`config.mk`:
```
export PLATFORM = sky130hd
export DESIGN_NAME = mux_scan_seq
export DESIGN_NICKNAME = d
export VERILOG_FILES = /design/src/rtl/mux_scan_pkg.sv /design/src/rtl/mux_scan_next.sv /design/src/rtl/mux_scan_seq.sv
export SDC_FILE = /design/constraint.sdc
export NUM_CORES = 1
export LEC_CHECK = 0
export ABC_CLOCK_PERIOD_IN_PS = 3100
export CORE_ASPECT_RATIO = 0.5
export CORE_MARGIN = 1.5
export CORE_UTILIZATION = 50
export DETAILED_ROUTE_END_ITERATION = 12
export GPL_ROUTABILITY_DRIVEN = 0
export PLACE_DENSITY_LB_ADDON = 0.25
export SYNTH_ARGS = -nofsm -noshare
export SYNTH_HDL_FRONTEND = slang
export SYNTH_SLANG_ARGS = --single-unit
```
`constraint.sdc`:
```
create_clock -name clk -period 3.1 [get_ports clk]
set_clock_uncertainty 0.15 [all_clocks]
set_input_delay 0.93 -clock clk [delete_from_list [all_inputs] [get_ports clk]]
set_output_delay 0.93 -clock clk [all_outputs]
set_load 0.005 [all_outputs]
```
`src/rtl/mux_scan_pkg.sv`:
```
// Shared types and default parameters for the mux channel scan sequencer.
package mux_scan_pkg;

  typedef enum logic [1:0] {
    IDLE   = 2'd0,
    SETTLE = 2'd1,
    CONV   = 2'd2,
    WAIT   = 2'd3
  } state_t;

  localparam int DEF_ADDR_W      = 6;
  localparam int DEF_DATA_W      = 12;
  localparam int DEF_SETTLE_CYC  = 16;
  localparam int DEF_TIMEOUT_CYC = 1024;

endpackage

```
`src/rtl/mux_scan_next.sv`:
```
// Finds the lowest enabled channel index at or above 'from'; 'found' is low when none exists.
module mux_scan_next
  import mux_scan_pkg::*;
#(
  parameter int N = 32,
  parameter int W = 6
) (
  input  logic [N-1:0] en,
  input  logic [W:0]   from,
  output logic [W-1:0] idx,
  output logic         found
);

  logic [N-1:0] cand;

  for (genvar gi = 0; gi < N; gi++) begin : g_cand
    assign cand[gi] = en[gi] && ((W+1)'(gi) >= from);
  end

  // Descending scan so the lowest candidate is the last one written.
  always_comb begin
    idx   = '0;
    found = 1'b0;
    for (int i = N - 1; i >= 0; i--) begin
      if (cand[i]) begin
        idx   = W'(i);
        found = 1'b1;
      end
    end
  end

endmodule

```
`src/rtl/mux_scan_seq.sv`:
```
// Channel scan sequencer: steps the decoder address, settles, converts, publishes tagged samples.
// Optional SCAN_SKIP_EN adds a chan_en mask so only enabled channels are scanned.
module mux_scan_seq
  import mux_scan_pkg::*;
#(
  parameter int ADDR_W      = DEF_ADDR_W,
  parameter int LAST_ADDR   = 31,
  parameter int SETTLE_CYC  = DEF_SETTLE_CYC,
  parameter int TIMEOUT_CYC = DEF_TIMEOUT_CYC,
  parameter int DATA_W      = DEF_DATA_W
) (
  input  logic              clk,
  input  logic              rst_n,
`ifdef SCAN_SKIP_EN
  input  logic [LAST_ADDR:0] chan_en,
`endif
  input  logic              start,
  input  logic              cont,
  input  logic              abort,
  output logic [ADDR_W-1:0] addr,
  output logic              adc_start,
  input  logic              adc_done,
  input  logic [DATA_W-1:0] adc_data,
  output logic              sample_vld,
  output logic [ADDR_W-1:0] sample_addr,
  output logic [DATA_W-1:0] sample_data,
  output logic              frame_done,
  output logic              busy,
  output logic              err_timeout
);

  localparam int SCNT_W = (SETTLE_CYC > 1) ? $clog2(SETTLE_CYC) : 1;
  localparam int TCNT_W = (TIMEOUT_CYC > 1) ? $clog2(TIMEOUT_CYC) : 1;
  localparam logic [SCNT_W-1:0] SETTLE_LOAD  = SCNT_W'(SETTLE_CYC - 1);
  localparam logic [TCNT_W-1:0] TIMEOUT_LOAD = TCNT_W'(TIMEOUT_CYC - 1);
  localparam logic [ADDR_W-1:0] LAST         = ADDR_W'(LAST_ADDR);

  state_t              state_reg, state_next;
  logic [ADDR_W-1:0]   addr_reg, addr_next;
  logic [SCNT_W-1:0]   scnt_reg, scnt_next;
  logic [TCNT_W-1:0]   tcnt_reg, tcnt_next;
  logic                adc_start_reg, adc_start_next;
  logic                sample_vld_reg, sample_vld_next;
  logic [ADDR_W-1:0]   sample_addr_reg, sample_addr_next;
  logic [DATA_W-1:0]   sample_data_reg, sample_data_next;
  logic                frame_done_reg, frame_done_next;
  logic                busy_reg, busy_next;
  logic                err_reg, err_next;
  logic                advance;

  logic [ADDR_W-1:0]   first_addr, next_addr;
  logic                has_first, has_next;

`ifdef SCAN_SKIP_EN
  logic [ADDR_W:0] next_from;
  assign next_from = {1'b0, addr_reg} + (ADDR_W+1)'(1);

  mux_scan_next #(.N(LAST_ADDR + 1), .W(ADDR_W)) u_first (
    .en   (chan_en),
    .from ('0),
    .idx  (first_addr),
    .found(has_first)
  );

  mux_scan_next #(.N(LAST_ADDR + 1), .W(ADDR_W)) u_next (
    .en   (chan_en),
    .from (next_from),
    .idx  (next_addr),
    .found(has_next)
  );
`else
  assign first_addr = '0;
  assign has_first  = 1'b1;
  assign next_addr  = addr_reg + ADDR_W'(1);
  assign has_next   = (addr_reg != LAST);
`endif

  always_comb begin
    state_next       = state_reg;
    addr_next        = addr_reg;
    scnt_next        = scnt_reg;
    tcnt_next        = tcnt_reg;
    adc_start_next   = 1'b0;
    sample_vld_next  = 1'b0;
    sample_addr_next = sample_addr_reg;
    sample_data_next = sample_data_reg;
    frame_done_next  = 1'b0;
    err_next         = err_reg;
    advance          = 1'b0;

    if (abort) begin
      state_next = IDLE;
      addr_next  = '0;
    end else begin
      case (state_reg)
        IDLE: begin
          if (start && has_first) begin
            state_next = SETTLE;
            addr_next  = first_addr;
            scnt_next  = SETTLE_LOAD;
            err_next   = 1'b0;
          end
        end
        SETTLE: begin
          if (scnt_reg == '0) begin
            state_next     = CONV;
            adc_start_next = 1'b1;
          end else begin
            scnt_next = scnt_reg - SCNT_W'(1);
          end
        end
        CONV: begin
          state_next = WAIT;
          tcnt_next  = TIMEOUT_LOAD;
        end
        WAIT: begin
          // A done arriving on the expiry cycle still counts as a good conversion.
          if (adc_done) begin
            sample_vld_next  = 1'b1;
            sample_addr_next = addr_reg;
            sample_data_next = adc_data;
            advance          = 1'b1;
          end else if (tcnt_reg == '0) begin
            err_next = 1'b1;
            advance  = 1'b1;
          end else begin
            tcnt_next = tcnt_reg - TCNT_W'(1);
          end
        end
        default: state_next = IDLE;
      endcase

      if (advance) begin
        if (has_next) begin
          addr_next  = next_addr;
          state_next = SETTLE;
          scnt_next  = SETTLE_LOAD;
        end else begin
          frame_done_next = 1'b1;
          if (cont && has_first) begin
            addr_next  = first_addr;
            state_next = SETTLE;
            scnt_next  = SETTLE_LOAD;
          end else begin
            addr_next  = '0;
            state_next = IDLE;
          end
        end
      end
    end

    busy_next = (state_next != IDLE);
  end

  always_ff @(posedge clk or negedge rst_n) begin
    if (!rst_n) begin
      state_reg       <= IDLE;
      addr_reg        <= '0;
      scnt_reg        <= '0;
      tcnt_reg        <= '0;
      adc_start_reg   <= 1'b0;
      sample_vld_reg  <= 1'b0;
      sample_addr_reg <= '0;
      sample_data_reg <= '0;
      frame_done_reg  <= 1'b0;
      busy_reg        <= 1'b0;
      err_reg         <= 1'b0;
    end else begin
      state_reg       <= state_next;
      addr_reg        <= addr_next;
      scnt_reg        <= scnt_next;
      tcnt_reg        <= tcnt_next;
      adc_start_reg   <= adc_start_next;
      sample_vld_reg  <= sample_vld_next;
      sample_addr_reg <= sample_addr_next;
      sample_data_reg <= sample_data_next;
      frame_done_reg  <= frame_done_next;
      busy_reg        <= busy_next;
      err_reg         <= err_next;
    end
  end

  assign addr        = addr_reg;
  assign adc_start   = adc_start_reg;
  assign sample_vld  = sample_vld_reg;
  assign sample_addr = sample_addr_reg;
  assign sample_data = sample_data_reg;
  assign frame_done  = frame_done_reg;
  assign busy        = busy_reg;
  assign err_timeout = err_reg;

endmodule

```
==> results of run 1 <==
[through the flow]
step / cell area, µm² / utilization / total power [µW]
after floorplan: 2200 / - / 784
after global placement: 2710 / 0.666 / 851
after detailed placement: 2710 / 0.666 / 865
after CTS: 2800 / 0.689 / 1250
after global routing: 2800 / 0.689 / 1300
final: 2800 / 0.689 / 1230
[placed cells by master, fill, tap and decap left out, types with 5 or more instances in the layout]
cell,count
nand2_1,59
nor2_1,9
clkbuf_8,5
o31ai_1,7
nor3_1,6
a21oi_1,12
a31oi_1,5
nand3_1,11
dfrtp_1,45
inv_1,7
clkdlybuf4s50_1,45
buf_4,6
[cell type report]
class                   count  area share
well taps                  54      0.0241
repair buffers             52       0.179
inverters                   8      0.0107
flip-flops and latches     45       0.402
multi-input cells         172       0.351
clock buffers               5      0.0246
clock inverters             3     0.00894
[path summary, 6_finish.rpt]
| path | from | endpoint | slack (ns) |
|---|---|---|---|
| max | tcnt_reg[0]$_DFFE_PN0P_ | scnt_reg[0]$_DFFE_PN0N_ | 0.44 |
| min | sample_data[11]$_DFFE_PN0P_ | sample_data[11]$_DFFE_PN0P_ | 0.33 |
| max reg2reg | tcnt_reg[0]$_DFFE_PN0P_ | scnt_reg[0]$_DFFE_PN0N_ | 0.44 |
| min reg2reg | sample_data[11]$_DFFE_PN0P_ | sample_data[11]$_DFFE_PN0P_ | 0.33 |
| max in group asynchronous | rst_n | sample_addr[0]$_DFFE_PN0P_ | 1.70 |
| min in group asynchronous | rst_n | tcnt_reg[6]$_DFFE_PN0P_ | 0.41 |
[metal layers]
metal	track usage	vias to the layer above	share of wire
met3	0.0610	8	0.059
met1	0.268	916	0.46
met4	0.0773	0	0.014
met2	0.360	55	0.46
met5	0	-	0
li1	-	933	-
[critical path: stages, from the launching register on]
cell	delay, ns
dfrtp_1	0.43
inv_1	0.08
ha_1	0.21
or4b_1	0.60
o31ai_1	0.52
a21boi_0	0.23
a221oi_1	0.33
[cells by family (layout without fill, tap and decap cells)]
logic type               count (synthesis)  after routing  share of synthesized area
XOR/XNOR                                 1              1                    0.00398
buffers and inverters                   20             68                     0.0410
flip-flops                              45             45                      0.512
AO/OA/AOI/OAI                           41             41                      0.128
adder cells (fa/ha/maj)                  3              3                     0.0171
multiplexers                             3              3                     0.0142
AND/OR/NAND/NOR                        124            124                      0.283
[power breakdown]
group | internal (µW) | total [µW] | switching, µW
combinational | 91.6 | 186 | 94.3
sequential | 630 | 670 | 39.5
clock | 163 | 379 | 216
total | 885 | 1230 | 350
==> flow_summary.toml, run 1 <==
[floorplanning]
die_w_um = 96.8
die_area_um2 = 4830
dieHeight_um = 49.9
coreArea_um2 = 4060
ios = 47
rows = 16
initial_core_util = 0.541

[sta]
setup_viol = 0
maxSlewHeadroom = 0.538
finalHoldViolations = 0
timing.hold.ws_ns = 0.327
min_period_over_period = 0.858
drv_slew = 0
period_minus_slack_ns = 2.66
max_freq_ghz = 0.376
tightest_slew_ns = 0.691
tns_ns = 0
rsz0062_at_grt = "false"
layout_setup_ws_ns = 0.441

[clock_network]
cts_setup_buffers = 0
clockBufferDepth = 2
numClockSinks = 45
cts_tree = "yes"
numCtsBuffers = 5
h-tree-depth = 2
clk_latency_ns = 0.30
cts-root-buf = "clkbuf_8"
cts_hold_buf = 0
cts_resized = 0
cts.clk_slew.worst_paths_ns = 0.09

[finish]
antennaDiodeCount = 0
multi_input_area_um2 = 982
syn2layout_area_growth_pct = 27.4
drive_above_1_share = 0.0912
fin_cells = 339
fill_cells = 295
largest_reg_flops = 12
fin_nets = 305
seq_area_um2 = 1130

[synth]
synth_top_area_share = 0.512
synth_edf_count = 0
synthArstFlopShare = 1.00
synth.yosys.seq_area_share = 0.512
synthCells = 237
ys_dominant_reg_cell = "dfrtp_1"
avgSynthCellArea_um2 = 9.28
synth_area_um2 = 2200
yosys-top-cells-area = "dfrtp_1 51%, nand2_1 10%, a21oi_1 2.7%, nand3_1 2.5%, o31ai_1 2.4%"
ys_ff_latch = 45
synth.most_common_cell = "nand2_1"
synth.distinct_cells = 49
yosys_warnings = 0
ys_top_cells_by_count = "59 x nand2_1, 45 x dfrtp_1, 12 x a21oi_1"
syn_nets = 258
yosys.area.top_type = "dfrtp_1"

[detailed_routing]
drc = 0
avgViaCountPerCell = 5.64
drt_iter0_drc = 70
post_drt_wl_per_cell_um = 13.8
postRouteAntennaNets = 0
first_pass_iters = 4
num_vias = 1912
finalWirelength_um = 4690

[grt]
grt_pass1_vias = 1881
grt_pass1_wl_um = 8300
gr-total-overflow = 0
grt_max_degree = 27
antenna_found_initial = 0
grt_usage = 0.214

[critical_path]
worstPathRequired_ns = 3.14
reg2reg_depth = 6
cp_max_fo = 7
cp-start-kind = "flop"
endpoint_kind = "flop"
cp.arrival_ns = 2.70
crit_type = "reg -> reg"

[placement]
port_buffers = 46
dp_slack_ns = 0.331
place_hpwl_um = 3350
dp.cells = 331

[pwr]
ir_drop_mv = 0.239
power.density_nw_per_um2 = 441
power_leakage_uw = 0.00123

[worst_hold_path]
min_path_type = "reg -> reg"
holdPathStages = 2

[run]
drv.max_cap_violation_count = 0

[outcome]
status = "complete, no violations"
Power figures use the tool's default switching activity.
==> run 2, diff against run 1 <==
--- a/config.mk
+++ b/config.mk
@@ -6,9 +6,10 @@
 export NUM_CORES = 1
 export LEC_CHECK = 0
 export ABC_CLOCK_PERIOD_IN_PS = 3100
+export CELL_PAD_IN_SITES_DETAIL_PLACEMENT = 2
+export CELL_PAD_IN_SITES_GLOBAL_PLACEMENT = 2
 export CORE_ASPECT_RATIO = 0.5
-export CORE_MARGIN = 1.5
-export CORE_UTILIZATION = 50
+export CORE_UTILIZATION = 30
 export DETAILED_ROUTE_END_ITERATION = 12
 export GPL_ROUTABILITY_DRIVEN = 0
 export PLACE_DENSITY_LB_ADDON = 0.25
==> run 2 against run 1 <==
Via count rose by 2.1%; final cell count rose by 12%; die area rose by 59%; wire length rose by 37%; worst hold slack improved by 0.00057 ns; highest routed layer unchanged; non-clock buffer count rose by 3; critical path depth did not move; flip-flop and latch count did not move; critical path type unchanged.
==> flow_summary.toml, run 2 (synthesis results as in run 1) <==
[outcome]
status = "complete, no violations"

[grt]
use_met1 = 0.222
gr-total-overflow = 0
grt_usage = 0.184
met3_usage = 0.0429
grt_pass1_wl_um = 10900
grt_pass1_vias = 2222
antenna_found_initial = 0
grt_max_degree = 29
grt_most_used_layer = "met2"
met2_usage = 0.326

[placement]
dp.cells = 372
port_buffers = 46
dp_slack_ns = 0.188
place_hpwl_um = 4650

[finish]
fin_nets = 308
antennaDiodeCount = 0
fin_cells = 380
final_cell_mix = "59 x nand2_1, 45 x dfrtp_1, 45 x clkdlybuf4s50_1"
drive_above_1_share = 0.0972
largest_reg_flops = 12
syn2layout_area_growth_pct = 33.9
layout_commonest_cell = "nand2_1"

[pwr]
intPower_uw = 1110
ir_drop_mv = 0.172
power.density_nw_per_um2 = 504
seq_power_share = 0.454
power.switching_uw = 376
p_comb_frac = 0.132
p_sw_frac = 0.254
power_leakage_uw = 0.00128
clkPwrFrac = 0.414

[sta]
tns_ns = 0
drv_slew = 0
setup_viol = 0
layout_setup_ws_ns = 0.392
maxSlewHeadroom = 0.547
finalHoldViolations = 0
tightest_slew_ns = 0.679
rsz0062_at_grt = "false"
min_period_over_period = 0.873
period_minus_slack_ns = 2.71
max_freq_ghz = 0.369

[critical_path]
endpoint_kind = "flop"
reg2reg_depth = 6
crit_type = "reg -> reg"
cp-start-kind = "flop"
worstPathRequired_ns = 3.12
cp_max_fo = 7
cp.arrival_ns = 2.73

[clock_network]
cts_hold_buf = 0
cts_tree = "yes"
clockBufferDepth = 2
cts_resized = 0
numClockSinks = 45
cts_setup_buffers = 0
h-tree-depth = 2
clk_latency_ns = 0.29
cts.clk_slew.worst_paths_ns = 0.06
numCtsBuffers = 5
cts-root-buf = "clkbuf_16"

[floorplanning]
initial_core_util = 0.319
die_w_um = 123
die_area_um2 = 7690
dieHeight_um = 62.5
ios = 47
rows = 21
coreArea_um2 = 6880

[detailed_routing]
postRouteAntennaNets = 0
drc = 0
avgViaCountPerCell = 5.14
post_drt_wl_per_cell_um = 16.9
finalWirelength_um = 6410
first_pass_iters = 4
num_vias = 1953
drt_iter0_drc = 67

[worst_hold_path]
holdPathStages = 2
min_path_type = "reg -> reg"

[run]
drv.max_cap_violation_count = 0
-- run 2: changes by cell type in the layout (fill, tap and decap cells not counted) --
| cell | delta |
|---|---|
| clkinvlp_4 | -1 |
| clkbuf_16 | +5 |
| clkbuf_1 | +1 |
| clkbuf_8 | -5 |
| bufinv_16 | +1 |
| buf_4 | +3 |
| inv_6 | -1 |
-- run 2: metrics by stage --
stage	hold slack, ns	utilization	power [µW]	instance area [µm²]
6_report	0.327	0.428	1480	2940
3_5_place_dp	0.320	0.403	877	2780
5_1_grt	0.367	0.428	1560	2940
3_3_place_gp	0.306	0.403	864	2780
4_1_cts	0.337	0.428	1520	2940
2_1_floorplan	0.317	-	784	2200
-- run 2: metal layers --
metal	routed length, µm	up-vias
met5	0	-
met4	71	0
met3	211	7
met2	3150	29
met1	2980	982
li1	-	935
-- run 2: power by group through the flow --
stage | logic, µW | clock network, µW | registers (µW)
floorplan | 114 | 0 | 670
global placement | 184 | 0 | 680
detailed placement | 196 | 0 | 681
CTS | 201 | 641 | 673
global route | 222 | 659 | 679
finish | 196 | 614 | 673
-- run 2: area by class of cell --
class,count,area (µm²)
Fill cell,760,3940
Sequential cell,45,1130
Multi-Input combinational cell,172,982
Timing Repair Buffer,55,523
Clock buffer,6,129
Tap cell,92,115
Clock inverter,2,38.8
Inverter,8,30.0
-- run 2: worst paths after layout --
check	from	to	slack (ns)
max reg2reg	tcnt_reg[0]$_DFFE_PN0P_	addr[5]$_DFFE_PN0P_	0.39
max	tcnt_reg[0]$_DFFE_PN0P_	addr[5]$_DFFE_PN0P_	0.39
min reg2reg	sample_addr[2]$_DFFE_PN0P_	sample_addr[2]$_DFFE_PN0P_	0.33
min	sample_addr[2]$_DFFE_PN0P_	sample_addr[2]$_DFFE_PN0P_	0.33
min in group asynchronous	rst_n	tcnt_reg[8]$_DFFE_PN0P_	0.53
max in group asynchronous	rst_n	sample_data[4]$_DFFE_PN0P_	1.66
-- run 2: worst max-delay path, stage by stage (launching register included) --
cell and delay, ns:
dfrtp_1 0.43, inv_1 0.10, ha_1 0.21, or4b_1 0.61, or3_1 0.53, and3_4 0.22, a221o_1 0.35
